===== src/rtl/cpu_sequencer_pkg.sv =====
// Shared types for the CPU sequencer: FSM state encoding, halt cause, retired-counter width.
package cpu_pkg;

  localparam int unsigned RETIRED_W = 32;

  typedef enum logic [2:0] {
    IDLE,
    FETCH,
    EXEC,
    WAIT_IO,
    WB,
    STEP_WAIT,
    HALT
  } seq_state_t;

  typedef struct packed {
    logic range;
    logic timeout;
  } halt_cause_t;

endpackage


===== src/rtl/cpu_sequencer_if.sv =====
// Request/acknowledge handshake between the sequencer and the misc/IO manager.
interface cpu_sequencer_if;
  logic misc_req;
  logic misc_ack;

  modport master (output misc_req, input misc_ack);
  modport slave  (input misc_req, output misc_ack);
endinterface


===== src/rtl/cpu_sequencer_stall_timer.sv =====
// WAIT_IO stall counter: counts enabled cycles and flags the STALL_LIMIT-th one.
module cpu_seq_stall_timer #(
  parameter int unsigned STALL_LIMIT = 255
) (
  input  logic clk,
  input  logic rst,
  input  logic clear,
  input  logic en,
  output logic expired
);
  localparam int CW = $clog2(STALL_LIMIT + 1);

  logic [CW-1:0] count;

  always_ff @(posedge clk) begin
    if (rst || clear) begin
      count <= '0;
    end else if (en && !expired) begin
      count <= count + CW'(1);
    end
  end

  // Fires during the last permitted waiting cycle, so the FSM leaves on its edge.
  assign expired = en && (count == CW'(STALL_LIMIT - 1));

endmodule


===== src/rtl/cpu_sequencer.sv =====
// Instruction sequencer: fetch / execute / misc wait / writeback with halt on range or stall errors.
// Optional single-step support compiled in with `define CPU_SEQ_SINGLE_STEP_EN.
module cpu_sequencer
  import cpu_pkg::*;
#(
  parameter int unsigned ROM_SIZE    = 256,
  parameter int unsigned STALL_LIMIT = 255
) (
  input  logic                 clk,
  input  logic                 rst,
  input  logic                 run,
  input  logic [15:0]          ip,
  input  logic                 dec_reg_we,
  input  logic                 dec_misc_cs,
  cpu_sequencer_if.master      misc,
  input  logic                 step_en,
  input  logic                 step_req,
  output logic                 ir_load,
  output logic                 reg_we,
  output logic                 ip_step,
  output logic                 halted,
  output logic                 err_range,
  output logic                 err_timeout,
  output logic                 step_ack,
  output logic [RETIRED_W-1:0] retired
);

  seq_state_t             state, next;
  halt_cause_t            cause_q, cause_d;
  logic [RETIRED_W-1:0]   retired_q;
  logic                   in_range;
  logic                   stall_expired;
  logic                   step_mode;

  assign in_range = 32'(ip) < ROM_SIZE;

  cpu_seq_stall_timer #(.STALL_LIMIT(STALL_LIMIT)) u_stall (
    .clk     (clk),
    .rst     (rst),
    .clear   (state != WAIT_IO),
    .en      (state == WAIT_IO),
    .expired (stall_expired)
  );

`ifdef CPU_SEQ_SINGLE_STEP_EN
  logic step_ack_q;

  assign step_mode = step_en;
  assign step_ack  = step_ack_q;

  always_ff @(posedge clk) begin
    if (rst) step_ack_q <= 1'b0;
    else     step_ack_q <= (state == WB) && (next == STEP_WAIT);
  end
`else
  logic unused_step;

  assign unused_step = step_en ^ step_req;
  assign step_mode   = 1'b0;
  assign step_ack    = 1'b0;
`endif

  always_comb begin
    next          = state;
    cause_d       = cause_q;
    ir_load       = 1'b0;
    misc.misc_req = 1'b0;
    reg_we        = 1'b0;
    ip_step       = 1'b0;
    case (state)
      IDLE: if (run) next = FETCH;
      FETCH: begin
        if (!in_range) begin
          next          = HALT;
          cause_d.range = 1'b1;
        end else begin
          ir_load = 1'b1;
          next    = EXEC;
        end
      end
      EXEC: begin
        misc.misc_req = dec_misc_cs;
        if (!dec_misc_cs || misc.misc_ack) next = WB;
        else                               next = WAIT_IO;
      end
      WAIT_IO: begin
        misc.misc_req = 1'b1;
        if (misc.misc_ack) begin
          next = WB;
        end else if (stall_expired) begin
          next            = HALT;
          cause_d.timeout = 1'b1;
        end
      end
      WB: begin
        reg_we  = dec_reg_we;
        ip_step = 1'b1;
        if (step_mode) next = STEP_WAIT;
        else if (run)  next = FETCH;
        else           next = IDLE;
      end
      STEP_WAIT: begin
`ifdef CPU_SEQ_SINGLE_STEP_EN
        if (step_req) next = run ? FETCH : IDLE;
`else
        next = IDLE;
`endif
      end
      HALT: next = HALT;
      default: next = IDLE;
    endcase
  end

  always_ff @(posedge clk) begin
    if (rst) begin
      state     <= IDLE;
      cause_q   <= '0;
      retired_q <= '0;
    end else begin
      state   <= next;
      cause_q <= cause_d;
      if (state == WB) retired_q <= retired_q + RETIRED_W'(1);
    end
  end

  assign halted      = (state == HALT);
  assign err_range   = cause_q.range;
  assign err_timeout = cause_q.timeout;
  assign retired     = retired_q;

endmodule


===== src/flat_wrapper.sv =====
// flat-port wrapper written by rule: the top's interface ports become plain ports
module cpu_sequencer_flat import cpu_pkg::*;
#(
  parameter int unsigned ROM_SIZE    = 256,
  parameter int unsigned STALL_LIMIT = 255
)
  (clk, rst, run, ip, dec_reg_we, dec_misc_cs, step_en, step_req, ir_load, reg_we, ip_step, halted, err_range, err_timeout, step_ack, retired, misc_misc_req, misc_misc_ack);
  cpu_sequencer_if misc_i ();
  input  logic clk;
  input  logic rst;
  input  logic run;
  input  logic [15:0] ip;
  input  logic dec_reg_we;
  input  logic dec_misc_cs;
  input  logic step_en;
  input  logic step_req;
  output logic ir_load;
  output logic reg_we;
  output logic ip_step;
  output logic halted;
  output logic err_range;
  output logic err_timeout;
  output logic step_ack;
  output logic [RETIRED_W-1:0] retired;
  output wire logic [$bits(misc_i.misc_req)-1:0] misc_misc_req;
  input wire logic [$bits(misc_i.misc_ack)-1:0] misc_misc_ack;
  assign misc_misc_req = misc_i.misc_req;
  assign misc_i.misc_ack = misc_misc_ack;
  cpu_sequencer #(.ROM_SIZE(ROM_SIZE), .STALL_LIMIT(STALL_LIMIT)) u_core (.clk(clk), .rst(rst), .run(run), .ip(ip), .dec_reg_we(dec_reg_we), .dec_misc_cs(dec_misc_cs), .misc(misc_i), .step_en(step_en), .step_req(step_req), .ir_load(ir_load), .reg_we(reg_we), .ip_step(ip_step), .halted(halted), .err_range(err_range), .err_timeout(err_timeout), .step_ack(step_ack), .retired(retired));
endmodule

===== config.mk =====
export PLATFORM = sky130hd
export DESIGN_NAME = cpu_sequencer_flat
export DESIGN_NICKNAME = d
export VERILOG_FILES = /design/src/rtl/cpu_sequencer_pkg.sv /design/src/rtl/cpu_sequencer_if.sv /design/src/rtl/cpu_sequencer_stall_timer.sv /design/src/rtl/cpu_sequencer.sv /design/src/flat_wrapper.sv
export SDC_FILE = /design/constraint.sdc
export NUM_CORES = 1
export LEC_CHECK = 0
export ABC_AREA = 1
export CAP_MARGIN = 30
export CORE_AREA = 2 2 83 85
export CTS_CLUSTER_SIZE = 24
export DETAILED_ROUTE_END_ITERATION = 12
export DIE_AREA = 0 0 85 87
export DONT_BUFFER_PORTS = 1
export SLEW_MARGIN = 20
export SYNTH_ARGS = -nofsm -noshare
export SYNTH_HDL_FRONTEND = slang
export SYNTH_SLANG_ARGS = --single-unit

===== constraint.sdc =====
create_clock -name clk -period 1.4 [get_ports clk]
set_input_delay 0.21 -clock clk [delete_from_list [all_inputs] [get_ports clk]]
set_output_delay 0.21 -clock clk [all_outputs]
set_load 0.02 [all_outputs]

==> results of run 1 <==
synth_stat cells (2+ instances only):
cell      instances  area, um^2
inv_1            50         188
a21oi_1          27         135
dfxtp_1          45         901
clkbuf_1          3        11.3
nand3b_1          2        15.0
xnor2_1           2        17.5
nand2_1         100         375
ha_1              3        37.5
a31oi_1           2        12.5
nor3_1            5        25.0
xor2_1            5        43.8
o21ai_0          13        65.1
nor2_1           67         251
nor2_4            4        45.0
nor2_2            4        25.0
inv_2             6        22.5
o21ai_1           2        10.0
nand4_1          13        81.3
nand3_1          24         120
through the flow:
stage | util, % | hold slack (ns) | std cells | cell area (um^2) | total power, uW
floorplan | - | 0.279 | 392 | 2540 | 1780
global placement | 47.4 | 0.283 | 533 | 3110 | 1940
detailed placement | 47.4 | 0.285 | 533 | 3110 | 1950
CTS | 50.9 | 0.0510 | 553 | 3340 | 2940
global route | 56.2 | 0.0560 | 559 | 3690 | 3180
finish | 56.2 | 0.0523 | 559 | 3690 | 3040
per-layer routing:
metal	GRT usage, %	routed length [um]	vias up
li1	-	-	1414
met1	22.0	3190	1287
met2	30.8	3330	62
met3	4.17	383	16
met4	7.50	169	0
met5	0	0	-
worst max-delay path by stage:
stage,start,endpoint,slack (ns),cells after the start
after floorplan,u_core.retired[1]$_SDFFE_PP0N_,u_core.retired[28]$_SDFFE_PP0N_,0.003,10
after global placement,u_core.retired[0]$_SDFFE_PP0N_,u_core.retired[26]$_SDFFE_PP0N_,-0.05,8
after detailed placement,u_core.retired[0]$_SDFFE_PP0N_,u_core.retired[26]$_SDFFE_PP0N_,-0.07,8
after CTS,u_core.state[0]$_SDFFE_PP0P_,ir_load,-0.15,5
after global routing,u_core.state[2]$_SDFFE_PP0P_,ir_load,-0.17,4
final,u_core.state[0]$_SDFFE_PP0P_,reg_we,-0.11,7
flip-flops by register name (all words and copies together), names as in the netlist:
| name | flops |
|---|---|
| u_core.retired | 32 |
| u_core.u_stall.count | 8 |
| u_core.state | 3 |
| u_core.err_range | 1 |
| u_core.err_timeout | 1 |
cells by family after synthesis:
group                      count (synthesis)  share of synthesized area [%]
DFF                                       45                           35.8
adders and majority gates                  3                           1.49
buffers and inverters                     63                           9.90
AOI/OAI and AO/OA                         45                           9.15
other                                      1                          0.149
xor gates and xnor gates                   7                           2.44
and+or+nand+nor                          228                           41.1
power by group through the flow:
| stage | registers (uW) | logic (uW) | clock network (uW) |
|---|---|---|---|
| after detailed placement | 1430 | 523 | 0 |
| final | 1440 | 782 | 815 |
| after global placement | 1420 | 510 | 0 |
| after CTS | 1410 | 692 | 840 |
| after global routing | 1450 | 849 | 884 |
| after floorplan | 1440 | 334 | 0 |
layout make-up:
| class | instances | area [um^2] |
|---|---|---|
| Clock buffer | 6 | 72.6 |
| Clock inverter | 2 | 10.0 |
| Fill cell | 619 | 2880 |
| Inverter | 56 | 233 |
| Multi-Input combinational cell | 285 | 1650 |
| Sequential cell | 45 | 932 |
| Tap cell | 80 | 100 |
| Timing Repair Buffer | 85 | 689 |
timing repair:
action / in CTS / in global routing
setup buffers: 11 / 6
gates cloned: 0 / 1
endpoints found under the setup margin: 16 / 39
endpoints found under the hold margin: 12 / 0
gates resized for setup: 18 / 98
hold buffers: 1 / 0
pin swaps: 6 / 28
==> results.ini, run 1 <==
[critical_path]
cp_cell_sequence = inv_4 -> nand2_4 -> nor2_8 -> buf_8 -> inv_6 -> nor2_4 -> buf_6
required_ns = 1.19
max_stage_delay_ns = 0.35
cp_max_fo = 8
r2r_start = u_core.state[0]$_SDFFE_PP0P_
path_class = reg -> out
startpoint_type = flip-flop
worst-path-buf-inv = 4
critical_path.top_delay_family = buffers and inverters
r2r_setup_slack_ns = -0.07
crit_slowest_cell = dfxtp_2
crit_arrival_ns = 1.30
r2r-end = u_core.retired[23]$_SDFFE_PP0N_
crit_path_end_kind = output pin
r2r_cells = 9

[floorplanning]
design.die.area_um2 = 7400
num_io_pins = 64
dieHeight_um = 87
core_um2 = 6570
row_count = 30
start_util_pct = 38.3
fp.dieW_um = 85

[placement]
gp_congestion = 0.862
hpwl_um = 4790
io_buffers = 0
pre_cts_ws_ns = -0.0696

[run]
cap_violations = 0

[finish]
final_nets = 505
diodes = 0
area_growth_syn_to_layout_pct = 46.6
layout_common_cells = nand2_1, buf_4, nor2_1
drive_gt1_share_pct = 38.6
final_common_cell = nand2_1

[detailed_routing]
drt_iter0_drc = 132
routed_wl_um = 7080
drc = 0
wl_per_cell_um = 12.7
vias_per_cell = 4.97
dr_total_vias = 2779
final_antenna_net_count = 0
dr.pass1.iters = 5

[clock_tree]
cts_root_buf = clkbuf_8
numCtsBuffers = 5
clock_path_buffers = 2
clk_latency_ns = 0.31
cts.sinks = 45
clkTransAtPathRegs_ns = 0.09
htree_levels = 2
cts_tree = built

[logic_synthesis]
async_flop_share_pct = 0
ys.flop_type = dfxtp_1
synth_warnings = 0
ys_ff_latch = 45
syn_area_per_cell_um2 = 6.42
yosysSeqAreaShare_pct = 35.8
synth_edf_count = 0
synth_area_um2 = 2520
synth_cell_types = 34
synth_fp_nets = 419
synth_cells = 392

[timing]
setup_tns_ns = -0.562
rsz0062_at_grt = yes
finalHoldViolCount = 0
setup_viol = 13
fin_crit_sh_pct = 108
setup_ws_ns = -0.110
max_freq_mhz = 662
worst_slew_pin_slew_ns = 0.618
relSlewSlack_pct = 58.7
finClkSkew_ns = 0.00732
period_needed_ns = 1.51
maxSlewViolCount = 0

[outcome]
violations = negative setup slack
status = finished, violations left

[hold_path]
hold_path_class = in -> reg
holdPathStages = 2
hold_path_startpoint = rst
min_to = u_core.retired[16]$_SDFFE_PP0N_

[grt]
grt_max_degree = 15
grt_usage_pct = 18.1
grt_pass1_wl_um = 10900
overflow = 0
antenna_found_initial = 0
grt_pass1_vias = 2541

[pwr]
pwr-share-seq_pct = 47.4
clkPwrFrac_pct = 26.8
switching_power_uw = 980
internal-power_uw = 2060
peakVddDrop_mv = 0.513
power_leakage_uw = 0.00152
combinationalPowerShare_pct = 25.7
power_density_nw_per_um2 = 823
switching_share_pct = 32.3

No activity file was read; power rests on OpenSTA's default activity.
==> inputs of run 2 (changes only) <==
--- a/config.mk
+++ b/config.mk
@@ -5,12 +5,11 @@
 export SDC_FILE = /design/constraint.sdc
 export NUM_CORES = 1
 export LEC_CHECK = 0
-export ABC_AREA = 1
 export CAP_MARGIN = 30
-export CORE_AREA = 2 2 83 85
+export CORE_AREA = 2 2 79 81
 export CTS_CLUSTER_SIZE = 24
 export DETAILED_ROUTE_END_ITERATION = 12
-export DIE_AREA = 0 0 85 87
+export DIE_AREA = 0 0 81 83
 export DONT_BUFFER_PORTS = 1
 export SLEW_MARGIN = 20
 export SYNTH_ARGS = -nofsm -noshare
==> results.ini, run 2 <==
[finish]
diodes = 0  ; unchanged
nFillCells = 525  ; -15%
finalInstanceArea_um2 = 3570  ; -3.2%
final_nets = 389  ; -23%
multiInputGateArea_um2 = 1510  ; -8.6%
fin_util_pct = 61.4  ; +5.3 points
post_layout_nonfiller_instances = 438  ; -22%
register_area_um2 = 981  ; +5.2%
layout_common_cells = buf_4, nor2_1, buf_6
drive_gt1_share_pct = 54.0  ; +15 points
area_growth_syn_to_layout_pct = 56.3
largest_reg_flops = 32  ; unchanged
final_common_cell = buf_4

[floorplanning]
row_count = 28  ; -6.7%
num_io_pins = 64  ; unchanged
core_um2 = 5820  ; -11%
start_util_pct = 39.3  ; +1.0 points
fp.dieW_um = 81  ; -4.7%
dieHeight_um = 83  ; -4.6%
design.die.area_um2 = 6720  ; -9.1%

[grt]
antenna_found_initial = 0  ; unchanged
grt_pass1_vias = 2255  ; -11%
grt_max_degree = 34  ; +19
grt_usage_pct = 19.3  ; +1.3 points
overflow = 0  ; unchanged
grt_pass1_wl_um = 10300  ; -4.9%

[critical_path]
crit_path_end_kind = flip-flop
startpoint_type = flip-flop
path_class = reg -> reg
cp_max_fo = 6  ; -2
required_ns = 1.63  ; +0.44 ns
crit_arrival_ns = 1.84  ; +0.54 ns

[logic_synthesis]
async_flop_share_pct = 0  ; unchanged
synth_cells = 269  ; -31%
synth_area_um2 = 2290  ; -9.1%
yosysSeqAreaShare_pct = 39.4  ; +3.6 points
synth_edf_count = 0  ; unchanged
ys_ff_latch = 45  ; unchanged
synth_area_leaders = dfxtp_1, a21oi_1, xor2_1, nor2_1, o31ai_1
yosysTopAreaCell = dfxtp_1
ys.flop_type = dfxtp_1
synth_cell_types = 52  ; +53%
ys_top_cells_by_count = dfxtp_1, nor2_1, a21oi_1
synth_top_area_share_pct = 39.4  ; +3.6 points
syn_area_per_cell_um2 = 8.50  ; +32%
synth_warnings = 0  ; unchanged
yosysMostFrequentCell = dfxtp_1
synth_fp_nets = 296  ; -29%

[timing]
maxSlewViolCount = 0  ; unchanged
setup_viol = 30  ; +17
max_freq_mhz = 622  ; -6.1%
setup_tns_ns = -3.43  ; -2.87 ns
rsz0062_at_grt = yes
finalHoldViolCount = 0  ; unchanged
setup_ws_ns = -0.208  ; -0.0976 ns
fin_crit_sh_pct = 115  ; +7.0 points
finClkSkew_ns = 0.0105  ; +0.00320 ns
period_needed_ns = 1.61  ; +0.0976 ns

[placement]
gp_congestion = 0.782  ; -9.3%
io_buffers = 0  ; unchanged
pre_cts_ws_ns = -0.238  ; -0.168 ns
dpl_cell_area_um2 = 3000  ; -3.7%
dp_cells = 404  ; -24%
hpwl_um = 4180  ; -13%

[detailed_routing]
vias_per_cell = 5.38  ; +8.2%
dr_total_vias = 2355  ; -15%
wl_per_cell_um = 14.9  ; +18%
drc = 0  ; unchanged
final_antenna_net_count = 0  ; unchanged
routed_wl_um = 6530  ; -7.8%
dr.pass1.iters = 4  ; -1
drt_iter0_drc = 105  ; -20%

[clock_tree]
cts_tree = built
clk_latency_ns = 0.31  ; about the same
cts_root_buf = clkbuf_8
numCtsBuffers = 5  ; unchanged
cts.sinks = 45  ; unchanged
clock_path_buffers = 2  ; unchanged
clkTransAtPathRegs_ns = 0.09  ; about the same
htree_levels = 2  ; unchanged

[outcome]
violations = negative setup slack
status = finished, violations left

[pwr]
power_leakage_uw = 0.00143  ; -6.2%
peakVddDrop_mv = 0.513  ; about the same
power_density_nw_per_um2 = 747  ; -9.2%

[run]
cap_violations = 0  ; unchanged

[hold_path]
hold_path_class = in -> reg

## run 2: changes by cell type in the layout (fill, tap and decap cells not counted), sizes merged, moves of 7 or more
| cell | previous run | this run |
|---|---|---|
| nand2 | 102 | 18 |
| nor2 | 77 | 26 |
| inv | 56 | 6 |
| buf | 84 | 103 |
| nand3 | 26 | 12 |
| o31ai | 0 | 10 |
| or4 | 0 | 10 |
| and3 | 0 | 8 |
| or3 | 0 | 8 |
| and4 | 0 | 7 |
| xor2 | 5 | 12 |
## run 2: per-layer routing
layer | vias up | global-route usage, % | routed length [um]
met3 | 8 | 6.20 | 380
met4 | 0 | 5.55 | 80
li1 | 1173 | - | -
met5 | - | 0 | 0
met2 | 57 | 32.0 | 3280
met1 | 1117 | 23.7 | 2790
## run 2: layout make-up
type / count / share of cell area (%)
multi-input cells: 201 / 42.3
flip-flops and latches: 45 / 27.5
repair buffers: 103 / 24.1
clock buffers: 7 / 2.70
well taps: 75 / 2.63
inverters: 6 / 0.701
clock inverters: 1 / 0.140
## run 2: worst paths after layout
| check | endpoint | cells past startpoint | slack (ns) | startpoint |
|---|---|---|---|---|
| max | u_core.retired[16]$_SDFFE_PP0N_ | 6 | -0.21 | u_core.retired[1]$_SDFFE_PP0N_ |
| min | u_core.retired[26]$_SDFFE_PP0N_ | 2 | 0.07 | rst |
| max reg2reg | u_core.retired[16]$_SDFFE_PP0N_ | 6 | -0.21 | u_core.retired[1]$_SDFFE_PP0N_ |
| min reg2reg | u_core.retired[30]$_SDFFE_PP0N_ | 2 | 0.51 | u_core.retired[30]$_SDFFE_PP0N_ |
## run 2: metrics by stage
| step | power (uW) | hold WS, ns |
|---|---|---|
| after global placement | 1590 | 0.280 |
| after floorplan | 1530 | 0.385 |
| after CTS | 2620 | 0.0650 |
| final | 2670 | 0.0675 |
| after detailed placement | 1590 | 0.279 |
| after global routing | 2800 | 0.0680 |
## run 2: worst max-delay path, cell delays in order (launching register included)
cell      delay, ns
dfxtp_4        0.37
ha_4           0.12
and4bb_2       0.29
nand4_4        0.14
buf_6          0.17
or3_1          0.31
a21oi_1        0.13
## run 2: cells by family (layout without fill, tap and decap cells)
kind of cell | count (synthesis) | after routing | share of synthesized area [%]
compound gates | 56 | 56 | 15.2
buf+inv | 23 | 117 | 4.87
fa+ha+maj | 3 | 3 | 1.64
xor+xnor | 16 | 16 | 6.13
mux | 1 | 1 | 0.493
simple gates | 124 | 124 | 32.1
other cells | 1 | 1 | 0.164
flops | 45 | 45 | 39.4
## run 2: timing repair
item                                    in CTS  in global routing
hold buffers                                 1                  0
buffers inserted                            17                 10
pin swaps                                   17                 24
endpoints found under the setup margin      27                 36
gates resized for setup                     31                 44
endpoints found under the hold margin       33                  0
## run 2: power breakdown
part	switching, uW	internal [uW]
clock	457	447
sequential	36.5	1290
combinational	204	240
total	697	1970
==> inputs of run 3 (changes only) <==
--- a/config.mk
+++ b/config.mk
@@ -11,6 +11,7 @@
 export DETAILED_ROUTE_END_ITERATION = 12
 export DIE_AREA = 0 0 81 83
 export DONT_BUFFER_PORTS = 1
+export GPL_TIMING_DRIVEN = 0
 export SLEW_MARGIN = 20
 export SYNTH_ARGS = -nofsm -noshare
 export SYNTH_HDL_FRONTEND = slang
==> results.ini, run 3 (same netlist as run 2, synthesis figures left out) <==
[critical_path]
startpoint_type = flip-flop
cp-startpoint = u_core.state[2]$_SDFFE_PP0P_
cp_max_fo = 7  ; +1
r2r-end = u_core.retired[11]$_SDFFE_PP0N_
worst-path-stages = 6  ; unchanged
r2r_cells = 6  ; unchanged
r2r_setup_slack_ns = -0.37  ; -0.17 ns
required_ns = 1.62  ; about the same
r2r_start = u_core.state[2]$_SDFFE_PP0P_
crit_arrival_ns = 2.00  ; +0.16 ns
crit_path_end_kind = flip-flop
critical_path.top_delay_family = simple AND/OR/NAND/NOR gates
cp_cell_sequence = nor3b_4 -> nand4_1 -> buf_4 -> buf_6 -> or3_1 -> a21oi_1
worst-path-buf-inv = 2  ; +1
crit_path_end = u_core.retired[11]$_SDFFE_PP0N_
path_class = reg -> reg
max_stage_delay_ns = 0.46  ; +0.09 ns
crit_slowest_cell = nor3b_4

[placement]
gp_congestion = 0.756  ; -3.3%
hpwl_um = 3840  ; -8.2%
io_buffers = 0  ; unchanged
pre_cts_ws_ns = -0.418  ; -0.181 ns

[detailed_routing]
final_antenna_net_count = 0  ; unchanged
drc = 0  ; unchanged
routed_wl_um = 5720  ; -12%
wl_per_cell_um = 15.6  ; +4.6%
dr_total_vias = 2097  ; -11%
dr.pass1.iters = 4  ; unchanged
drt_iter0_drc = 59  ; -44%
vias_per_cell = 5.71  ; +6.3%

[floorplanning]
start_util_pct = 39.3  ; unchanged
core_um2 = 5820  ; unchanged
design.die.area_um2 = 6720  ; unchanged
num_io_pins = 64  ; unchanged
dieHeight_um = 83  ; unchanged
row_count = 28  ; unchanged
fp.dieW_um = 81  ; unchanged

[grt]
antenna_found_initial = 0  ; unchanged
grt_pass1_vias = 1960  ; -13%
grt_pass1_wl_um = 9520  ; -7.9%
grt_usage_pct = 17.9  ; -1.5 points
grt_max_degree = 14  ; -59%
overflow = 0  ; unchanged

[timing]
fin_crit_sh_pct = 127  ; +12 points
setup_viol = 38  ; +27%
finalHoldViolCount = 0  ; unchanged
rsz0062_at_grt = yes
relSlewSlack_pct = 52.9
maxSlewViolCount = 0  ; unchanged
setup_tns_ns = -7.96  ; -4.53 ns
finClkSkew_ns = 0.0100  ; -0.000501 ns
max_freq_mhz = 564  ; -9.3%
setup_ws_ns = -0.373  ; -0.165 ns
worst_slew_pin_slew_ns = 0.706
period_needed_ns = 1.77  ; +0.165 ns

[clock_tree]
numCtsBuffers = 5  ; unchanged
cts_hold_buf = 0  ; -1
htree_levels = 2  ; unchanged
cts.sinks = 45  ; unchanged
cts_tree = built
cts_root_buf = clkbuf_8
clkTransAtPathRegs_ns = 0.09  ; about the same
clk_latency_ns = 0.30  ; about the same
clock_path_buffers = 2  ; unchanged

[finish]
area_growth_syn_to_layout_pct = 31.2
largest_reg_flops = 32  ; unchanged
drive_gt1_share_pct = 37.0  ; -17 points
nFillCells = 583  ; +11%
fin_util_pct = 51.6  ; -9.9 points
final_nets = 319  ; -18%
final_common_cell = nor2_1
layout_common_cells = nor2_1, a21oi_1, dfxtp_4
diodes = 0  ; unchanged

[outcome]
status = finished, violations left
violations = negative setup slack

[pwr]
power_density_nw_per_um2 = 817  ; +9.3%
peakVddDrop_mv = 0.462  ; -9.8%
total_power_uw = 2450  ; -8.2%
power_leakage_uw = 0.00102  ; -29%

[hold_path]
hold_path_class = in -> reg

[run]
cap_violations = 0  ; unchanged

-- run 3: worst min path at each step --
| stage | from | to | slack [ns] | cells after the start |
|---|---|---|---|---|
| finish | run | u_core.state[0]$_SDFFE_PP0P_ | 0.09 | 2 |
| global route | misc_misc_ack | u_core.state[1]$_SDFFE_PP0P_ | 0.10 | 3 |
| CTS | run | u_core.state[0]$_SDFFE_PP0P_ | 0.09 | 2 |
| detailed placement | rst | u_core.retired[25]$_SDFFE_PP0N_ | 0.42 | 2 |
| global placement | misc_misc_ack | u_core.state[1]$_SDFFE_PP0P_ | 0.41 | 3 |
| floorplan | rst | u_core.retired[25]$_SDFFE_PP0N_ | 0.39 | 2 |
-- run 3: worst reg2reg max path: cells and delay by family (launching register included) --
family	cells	cell delay [ns]
DFF	1	0.37
and+or+nand+nor	3	0.91
AOI/OAI and AO/OA	1	0.12
buffers and inverters	2	0.29
-- run 3: through the flow --
step	std cells	hold slack, ns	area (um^2)
final	367	0.0930	3000
after global routing	367	0.101	3000
after CTS	365	0.0852	2900
after detailed placement	344	0.418	2550
after global placement	344	0.408	2550
after floorplan	269	0.385	2460
-- run 3: routing by layer --
layer / up-vias / track usage, % / routed length (um) / part of all wire [%]
met3: 6 / 5.43 / 378 / 6.6
met1: 995 / 23.3 / 2580 / 45
met2: 57 / 27.7 / 2680 / 47
li1: 1039 / - / - / -
met5: - / 0 / 0 / 0
met4: 0 / 6.01 / 82 / 1.4
-- run 3: report_power, final --
part           switching (uW)  internal, uW  leakage (uW)
sequential               50.5          1280      0.000383
clock                     449           391     0.0000433
combinational             151           125      0.000595
total                     650          1800       0.00102
-- run 3: final cells by class --
class	count	area, um^2	share of cell area (%)
tap	75	93.8	3.13
clock inverter	1	7.51	0.250
sequential	45	983	32.8
timing repair buffer	17	155	5.17
clock buffer	6	82.6	2.75
buffer	16	129	4.30
multi-input combinational	201	1530	50.9
inverter	6	22.5	0.751
-- run 3: timing repair --
action / CTS / global route
resized for setup: 34 / 18
cloned: 2 / 0
buffers inserted: 13 / 2
endpoints found under the setup margin: 29 / 40
pin swaps: 28 / 10
